<file path="src/rtl/serial_adder.sv">
// Bit-serial adder: captures two WIDTH-bit operands and adds them LSB-first,
// one bit per clock, through a single full-adder slice and a carry register.
module serial_adder #(
  parameter int WIDTH = 8
) (
  input  logic             clk,
  input  logic             rst,
  input  logic             start,
  input  logic [WIDTH-1:0] a,
  input  logic [WIDTH-1:0] b,
  output logic [WIDTH-1:0] sum,
  output logic             co,
  output logic             busy,
  output logic             done
);

  localparam int CW = $clog2(WIDTH + 1);

  typedef enum logic [1:0] {
    IDLE,
    RUN,
    DONE
  } state_t;

  state_t           state_q, state_d;
  logic [WIDTH-1:0] aShift_q, aShift_d;
  logic [WIDTH-1:0] bShift_q, bShift_d;
  logic [WIDTH-1:0] result_q, result_d;
  logic [WIDTH-1:0] sum_q, sum_d;
  logic             carry_q, carry_d;
  logic             co_q, co_d;
  logic [CW-1:0]    count_q, count_d;
  logic             sBit;
  logic             halfSum;

  // Partial result lives in result_q; sum_q only changes on the final RUN edge.
  always_comb begin
    state_d  = state_q;
    aShift_d = aShift_q;
    bShift_d = bShift_q;
    result_d = result_q;
    sum_d    = sum_q;
    carry_d  = carry_q;
    co_d     = co_q;
    count_d  = count_q;

    halfSum = aShift_q[0] ^ bShift_q[0];
    sBit    = halfSum ^ carry_q;

    case (state_q)
      IDLE: begin
        if (start) begin
          aShift_d = a;
          bShift_d = b;
          result_d = '0;
          carry_d  = 1'b0;
          count_d  = '0;
          state_d  = RUN;
        end
      end
      RUN: begin
        aShift_d = aShift_q >> 1;
        bShift_d = bShift_q >> 1;
        result_d = {sBit, result_q[WIDTH-1:1]};
        carry_d  = (aShift_q[0] & bShift_q[0]) | (carry_q & halfSum);
        count_d  = count_q + CW'(1);
        if (count_q == CW'(WIDTH - 1)) begin
          sum_d   = {sBit, result_q[WIDTH-1:1]};
          co_d    = (aShift_q[0] & bShift_q[0]) | (carry_q & halfSum);
          state_d = DONE;
        end
      end
      DONE: begin
        state_d = IDLE;
      end
      default: begin
        state_d = IDLE;
      end
    endcase
  end

  always_ff @(posedge clk) begin
    if (rst) begin
      state_q  <= IDLE;
      aShift_q <= '0;
      bShift_q <= '0;
      result_q <= '0;
      sum_q    <= '0;
      carry_q  <= 1'b0;
      co_q     <= 1'b0;
      count_q  <= '0;
    end else begin
      state_q  <= state_d;
      aShift_q <= aShift_d;
      bShift_q <= bShift_d;
      result_q <= result_d;
      sum_q    <= sum_d;
      carry_q  <= carry_d;
      co_q     <= co_d;
      count_q  <= count_d;
    end
  end

  assign sum  = sum_q;
  assign co   = co_q;
  assign busy = (state_q == RUN);
  assign done = (state_q == DONE);

endmodule

</file>
<file path="config.mk">
export PLATFORM = sky130hd
export DESIGN_NAME = serial_adder
export DESIGN_NICKNAME = d
export VERILOG_FILES = /design/src/rtl/serial_adder.sv
export SDC_FILE = /design/constraint.sdc
export NUM_CORES = 1
export LEC_CHECK = 0
export ABC_AREA = 1
export BUFFER_PORTS_ARGS = -buffer_cell sky130_fd_sc_hd__buf_2
export CAP_MARGIN = 30
export CORE_MARGIN = 5
export CORE_UTILIZATION = 57
export CTS_BUF_LIST = sky130_fd_sc_hd__clkbuf_4
export CTS_CLUSTER_DIAMETER = 30
export CTS_CLUSTER_SIZE = 12
export DETAILED_ROUTE_END_ITERATION = 8
export GPL_TIMING_DRIVEN = 0
export PLACE_DENSITY = 0.81
export SKIP_CTS_REPAIR_TIMING = 1
export SYNTH_ARGS = -nofsm -noshare
export SYNTH_HDL_FRONTEND = slang
export SYNTH_SLANG_ARGS = --single-unit
</file>
<file path="constraint.sdc">
create_clock -name clk -period 1.6 [get_ports clk]
set_clock_uncertainty 0.05 [all_clocks]
set_input_delay 0.24 -clock clk [delete_from_list [all_inputs] [get_ports clk]]
set_output_delay 0.24 -clock clk [all_outputs]
set_load 0.1 [all_outputs]
</file>
==> impl_metrics.ini, run 1 <==
[synthesis]
syn_area_um2 = 1720
ys_seq_area_frac = 0.453
synth.top_cell.area_share = 0.453
synth-warning-count = 0
synth_area_leaders = dfxtp_1 (45%), nor2_1 (13%), nand2_1 (12%)
synth_largest_area_cell = dfxtp_1
synthCells = 251
ys_ff_latch = 39
synth_nets = 272
synthDistinctLibCells = 20
synth_area_per_cell_um2 = 6.87

[final_layout]
nets = 307
area_growth_pct = 16.6
final_common_cell = nand2_1
antenna_cells = 0
design_area_um2 = 2010
layout_common_cells = nand2_1 (57), nor2_1 (56), dfxtp_1 (38), nand3_1 (33), buf_2 (28)
drive_gt1_frac = 0.171

[global_route]
grt_pass1_wl_um = 6290
grt_pass1_vias = 1493
grt_max_degree = 13
overflow = 0
grtUsageTotal = 0.193
antenna_found_initial = 0

[placed_design]
placed_area_um2 = 1910
dp_hpwl_um = 2560
port_buffers = 28
routabilityCongestion = 0.783

[critical_path]
path_depth = 4
cp_top_family = buffers and inverters
worst_r2r_path_depth = 6
cp.required_ns = 1.31
cp_max_fo = 10
startpoint_type = flop
path_cells = inv_2 -> nor2_4 -> buf_6 -> buf_8
cp_slowest_cell = dfxtp_4
crit_buf_inv = 3
cpPeakStageDelay_ns = 0.42
path_class = reg2out
critical_path_arrival_ns = 1.38
end_kind = primary output

[clock_network]
clock_path_buffers = 2
clkTransAtPathRegs_ns = 0.11
cts-root-buf = clkbuf_4
cts_buffers = 5
cts_tree = yes
clk_latency_ns = 0.35
htreeDepth = 2
cts.sinks = 39

[run_status]
status = complete, but fails checks
failed_checks = negative setup slack

[sta]
slew_headroom = 0.677
hold_violations = 0
setup_slack_ns = -0.0726
fin_crit_sh = 1.05
tightest_slew_ns = 0.488
fin_crit_ns = 1.67
setup_tns_ns = -0.0726
fmax_mhz = 598
setup_viol = 1
slew_violations = 0
rsz0062_at_grt = true

[power_and_ir_drop]
ir_worst_vdd_mv = 0.661
finalPower_uw = 1890
p_leak_uw = 0.000934
power_density_nw_per_um2 = 940

[drt]
antenna_left = 0
drc = 0
first_iter_violations = 150
drtPass1Iterations = 4
routedWlPerCell_um = 11.4
vias_per_cell = 4.95
num_vias = 1584
routed_wirelength_um = 3640

[min_path]
hold_depth = 3
hold_class = in2reg

[floorplan]
num_rows = 20
fp.coreArea_um2 = 2980
fp.dieW_um = 65
ios = 30
start_util = 0.579
die_area_um2 = 4230
die_y_um = 65

[run]
drv_cap = 0
==> cells by family (layout without fill, tap and decap cells) <==
kind of cell	Yosys count	in the layout	share of synthesized area
buffers and inverters	38	74	0.0994
flip-flops	39	39	0.453
AO/OA/AOI/OAI	18	18	0.0544
adder cells (fa/ha/maj)	2	2	0.0189
AND/OR/NAND/NOR	154	154	0.374
==> tightest hold or removal path: cells and delay by family <==
kind / cells / cell delay [ns]
and+or+nand+nor: 1 / 0.05
AOI/OAI and AO/OA: 1 / 0.05
buffers and inverters: 1 / 0.10
==> Yosys cell counts <==
cell,number
inv_1,27
buf_4,1
nor2_1,58
nor3_1,1
o21ai_2,1
ha_1,1
buf_2,2
inv_2,1
buf_6,3
nor2_2,1
nand2_4,1
a21oi_1,6
fa_1,1
nand3b_1,2
nand2_1,57
dfxtp_1,39
nand3_1,33
nor2_4,1
o21ai_0,11
clkbuf_1,4
==> report_power, final <==
group          total (µW)  switching (µW)  internal (µW)
logic                 215             136           79.9
clock network         652             331            321
registers            1020            21.2           1000
total                1890             488           1400
==> layout make-up <==
type                            count  area [µm²]
Buffer                             10        66.3
Clock buffer                        5        37.5
Clock inverter                      3        38.8
Fill cell                         268         967
Inverter                           28         105
Multi-Input combinational cell    174         777
Sequential cell                    39         785
Tap cell                           33        41.3
Timing Repair Buffer               28         160
==> per-stage QoR <==
step | cells | hold slack (ns) | utilization | setup WS [ns]
2_1_floorplan | 251 | 0.333 | - | 0.0155
3_3_place_gp | 312 | 0.383 | 0.641 | -0.0497
3_5_place_dp | 312 | 0.394 | 0.641 | -0.0665
4_1_cts | 320 | 0.0709 | 0.666 | -0.458
5_1_grt | 320 | 0.0775 | 0.675 | -0.133
6_report | 320 | 0.0787 | 0.675 | -0.0726
==> routing by layer <==
metal	up-vias	global-route usage	part of all wire
met4	0	0.100	0.015
met1	697	0.233	0.47
met5	-	0	0
met3	6	0.0451	0.047
met2	36	0.318	0.47
li1	845	-	-
==> path summary, 6_finish.rpt <==
kind / from / end / slack [ns]
setup / recovery: state_q[0]$_SDFFE_PP0P_ / busy / -0.07
hold / removal: a[7] / aShift_q[7]$_SDFFE_PP0P_ / 0.08
setup reg to reg: count_q[0]$_SDFFE_PP0P_ / sum[2]$_SDFFE_PP0P_ / 0.16
hold reg to reg: bShift_q[3]$_SDFFE_PP0P_ / bShift_q[2]$_SDFFE_PP0P_ / 0.42
==> sequential cells by signal, summed over array words and instances, names as in the netlist <==
signal / count
sum: 8
co: 1
bShift_q: 8
state_q: 2
count_q: 4
result_q: 7
aShift_q: 8
carry_q: 1
(Power assumes the default switching activity.)
==> run 2: changes to the inputs <==
- CELL_PAD_IN_SITES_DETAIL_PLACEMENT: unset -> 1
- CELL_PAD_IN_SITES_GLOBAL_PLACEMENT: unset -> 1
- CORE_UTILIZATION: 57 -> 40
- PLACE_DENSITY: 0.81 -> unset
- PLACE_DENSITY_LB_ADDON: unset -> 0.1
- TNS_END_PERCENT: unset -> 10
==> run 2 against run 1 <==
Compared with the run above: the flow still finishes with violations (negative setup slack); die area is 35% higher; count of clock-buffer cells in the layout stayed put; first-iteration DRC count is 51% lower; sequential power hardly changed; maximum frequency hardly changed; clock power is 27% lower.
==> impl_metrics.ini, run 2 (synthesized netlist as in run 1, its figures left out) <==
[critical_path]
path_class = reg2out
cp_slowest_cell = dfxtp_4
critical_path_arrival_ns = 1.38
crit_buf_inv = 3
cp_top_family = flip-flops
cp_max_fo = 10
end_kind = primary output
path_cells = inv_2 -> nor2_4 -> buf_8 -> buf_12
cpPeakStageDelay_ns = 0.42
startpoint_type = flop
cp.required_ns = 1.31

[drt]
routedWlPerCell_um = 12.6
wl_met2_um = 1890
drc = 0
vias_per_cell = 4.76
top_layer = met4
first_iter_violations = 74
wl_met3_um = 119
met1_length_um = 2180
drtPass1Iterations = 4
routed_wirelength_um = 4230
antenna_left = 0
num_vias = 1599

[final_layout]
area_growth_pct = 16.2
antenna_cells = 0
drive_gt1_frac = 0.168
fin_util = 0.490
final_common_cell = nand2_1
design_area_um2 = 2000
layout_common_cells = nand2_1 (57), nor2_1 (56), dfxtp_1 (38), nand3_1 (33), buf_2 (28)
final_cells = 336
nets = 307
fillers = 565

[power_and_ir_drop]
pwr-share-seq = 0.594
comb_power_share = 0.131
p_clk_frac = 0.275
ir_worst_vdd_mv = 0.461
p_sw_frac = 0.280
p_leak_uw = 0.000921
intPower_uw = 1240
power_density_nw_per_um2 = 860
power.switching_uw = 482

[floorplan]
die_y_um = 75.7
num_rows = 23
start_util = 0.422
fp.coreArea_um2 = 4090
die_area_um2 = 5720
fp.dieW_um = 75.7
ios = 30

[sta]
setup_viol = 2
rsz0062_at_grt = true
setup_tns_ns = -0.107
fin_crit_sh = 1.05
slew_violations = 0
setup_slack_ns = -0.0727
slew_headroom = 0.672
tightest_slew_ns = 0.496
fin_crit_ns = 1.67
fmax_mhz = 598
hold_violations = 0

[clock_network]
cts.sinks = 39
clk_latency_ns = 0.35
cts_tree = yes
htreeDepth = 2
cts_buffers = 5
clock_path_buffers = 2
clkTransAtPathRegs_ns = 0.11
cts-root-buf = clkbuf_4

[global_route]
grt_pass1_wl_um = 7040
overflow = 0
grt_pass1_vias = 1549
grt_max_degree = 12
grtUsageTotal = 0.164
antenna_found_initial = 0

[min_path]
hold_class = in2reg

[placed_design]
routabilityCongestion = 0.715
dpl.cell_count = 329
placed_area_um2 = 1930
dp_hpwl_um = 3110
port_buffers = 28

[run_status]
status = complete, but fails checks
failed_checks = negative setup slack

[run]
drv_cap = 0
==> run 2: tightest hold or removal path: cells and delay by family <==
family	cells	cell delay [ns]
compound gates	1	0.05
simple gates	1	0.05
buf+inv	1	0.09
==> run 2: per-stage QoR <==
stage | setup WS [ns] | total power [µW] | hold slack [ns]
finish | -0.0727 | 1720 | 0.0759
global placement | -0.0984 | 1260 | 0.388
global route | -0.153 | 1830 | 0.0631
CTS | -0.499 | 1730 | 0.0714
floorplan | 0.0155 | 1190 | 0.333
detailed placement | -0.111 | 1270 | 0.395
==> run 2: area by class of cell <==
class | instances | area [µm²] | share of cell area
clock buffers | 5 | 37.5 | 0.0187
multi-input cells | 174 | 777 | 0.388
clock inverters | 2 | 8.76 | 0.00437
inverters | 28 | 105 | 0.0525
repair buffers | 28 | 158 | 0.0787
well taps | 50 | 62.6 | 0.0312
plain buffers | 10 | 70.1 | 0.0350
flip-flops and latches | 39 | 785 | 0.392
==> run 2: metal layers <==
| layer | track usage | vias up |
|---|---|---|
| li1 | - | 846 |
| met4 | 0.0408 | 0 |
| met2 | 0.256 | 21 |
| met1 | 0.223 | 726 |
| met3 | 0.0475 | 6 |
| met5 | 0 | - |
==> run 2: final timing paths <==
kind / to / slack, ns / depth (start not counted) / from
hold / removal: aShift_q[7]$_SDFFE_PP0P_ / 0.08 / 3 / a[7]
setup reg to reg: sum[1]$_SDFFE_PP0P_ / 0.08 / 6 / count_q[0]$_SDFFE_PP0P_
setup / recovery: busy / -0.07 / 4 / state_q[0]$_SDFFE_PP0P_
hold reg to reg: bShift_q[2]$_SDFFE_PP0P_ / 0.41 / 2 / bShift_q[3]$_SDFFE_PP0P_
==> run 2: power by group through the flow <==
stage          sequential (µW)  combinational, µW  clock [µW]
5_1_grt                   1030                252         548
3_3_place_gp              1050                215           0
6_report                  1020                225         473
2_1_floorplan             1040                151           0
4_1_cts                   1020                220         489
3_5_place_dp              1050                219           0
==> run 3: changes to the inputs <==
- PLACE_DENSITY_LB_ADDON: 0.1 -> 0.12
==> run 3 against run 2 <==
Compared with the run above: the run still ends with negative setup slack left; critical path depth did not move; power is 0.61% lower; combinational power barely moved; largest power group unchanged; core utilization is essentially flat; largest cell class unchanged; setup slack improved by 0.015 ns; first-iteration DRC count stayed put.
==> impl_metrics.ini, run 3 (synthesized netlist as in run 1, its figures left out) <==
[final_layout]
antenna_cells = 0
fillers = 571
multi_input_area_um2 = 777
seqCellArea_um2 = 785
drive_gt1_frac = 0.168
area_growth_pct = 16.1
layout_common_cells = nand2_1 (57), nor2_1 (56), dfxtp_1 (38), nand3_1 (33), buf_2 (28)
nets = 307
final_common_cell = nand2_1

[global_route]
grt_pass1_vias = 1553
grtUsageTotal = 0.163
grt_pass1_wl_um = 6980
grt_max_degree = 12
overflow = 0
antenna_found_initial = 0

[critical_path]
cp_max_fo = 10
end_kind = primary output
cp.required_ns = 1.31
startpoint_type = flop
critical_path_arrival_ns = 1.37
path_class = reg2out

[drt]
first_iter_violations = 74
drc = 0
routed_wirelength_um = 4190
antenna_left = 0
drtPass1Iterations = 4
routedWlPerCell_um = 12.5
wl_met3_um = 150
met1_length_um = 2070
vias_per_cell = 4.79
wl_met2_um = 1910
top_layer = met4
num_vias = 1610

[floorplan]
num_rows = 23
ios = 30
die_y_um = 75.7
die_area_um2 = 5720
fp.dieW_um = 75.7
start_util = 0.422
fp.coreArea_um2 = 4090

[sta]
setup_tns_ns = -0.0822
setup_slack_ns = -0.0580
rsz0062_at_grt = true
fmax_mhz = 603
setup_viol = 2
tightest_slew_ns = 0.482
fin_crit_sh = 1.04
slew_headroom = 0.678
fin_crit_ns = 1.66
slew_violations = 0
hold_violations = 0

[clock_network]
clkTransAtPathRegs_ns = 0.11
cts_buffers = 5
cts-root-buf = clkbuf_4
htreeDepth = 2
cts.sinks = 39
clock_path_buffers = 2
cts_tree = yes
clk_latency_ns = 0.34

[run]
drv_cap = 0

[min_path]
hold_class = in2reg

[power_and_ir_drop]
ir_worst_vdd_mv = 0.358
finalPower_uw = 1710
p_leak_uw = 0.000920
power_density_nw_per_um2 = 855

[placed_design]
dp_hpwl_um = 3090
routabilityCongestion = 0.759
port_buffers = 28
pre_cts_ws_ns = -0.120

[run_status]
status = complete, but fails checks
failed_checks = negative setup slack
-- run 3: cell counts in the layout (fill, tap and decap cells not counted) --
No cell type changed its count.
-- run 3: power by group --
group / internal [µW] / switching (µW) / leakage, µW / total (µW)
Clock: 156 / 310 / 0.0000285 / 466
Sequential: 1000 / 22.2 / 0.000318 / 1020
Combinational: 82.2 / 140 / 0.000574 / 222
-- run 3: per-layer routing --
| metal | GRT usage | vias to the layer above |
|---|---|---|
| met1 | 0.207 | 738 |
| li1 | - | 843 |
| met5 | 0 | - |
| met3 | 0.0422 | 4 |
| met2 | 0.267 | 25 |
| met4 | 0.0583 | 0 |
-- run 3: path summary, 6_finish.rpt --
path | startpoint | end | slack, ns | cells past startpoint
max | state_q[0]$_SDFFE_PP0P_ | busy | -0.06 | 4
min | a[7] | aShift_q[7]$_SDFFE_PP0P_ | 0.08 | 3
max reg2reg | count_q[0]$_SDFFE_PP0P_ | sum[6]$_SDFFE_PP0P_ | 0.12 | 6
min reg2reg | bShift_q[3]$_SDFFE_PP0P_ | bShift_q[2]$_SDFFE_PP0P_ | 0.41 | 2
-- run 3: per-stage QoR --
step | util | hold slack, ns | cells | cell area, µm²
3_3_place_gp | 0.472 | 0.388 | 329 | 1930
2_1_floorplan | - | 0.333 | 251 | 1730
3_5_place_dp | 0.472 | 0.392 | 329 | 1930
5_1_grt | 0.490 | 0.0938 | 336 | 2000
4_1_cts | 0.483 | 0.0702 | 336 | 1980
6_report | 0.490 | 0.0792 | 336 | 2000
-- run 3: layout make-up --
class,instances,area share
Buffer,10,0.0331
Clock inverter,2,0.00437
Sequential cell,39,0.392
Inverter,28,0.0537
Timing Repair Buffer,28,0.0787
Clock buffer,5,0.0188
Tap cell,50,0.0313
Multi-Input combinational cell,174,0.388
-- run 3: worst max-delay path: stages, from the launching register on --
cell and delay [ns]:
dfxtp_4 0.43, inv_4 0.04, nor2_4 0.18, buf_6 0.19
buf_12 0.18
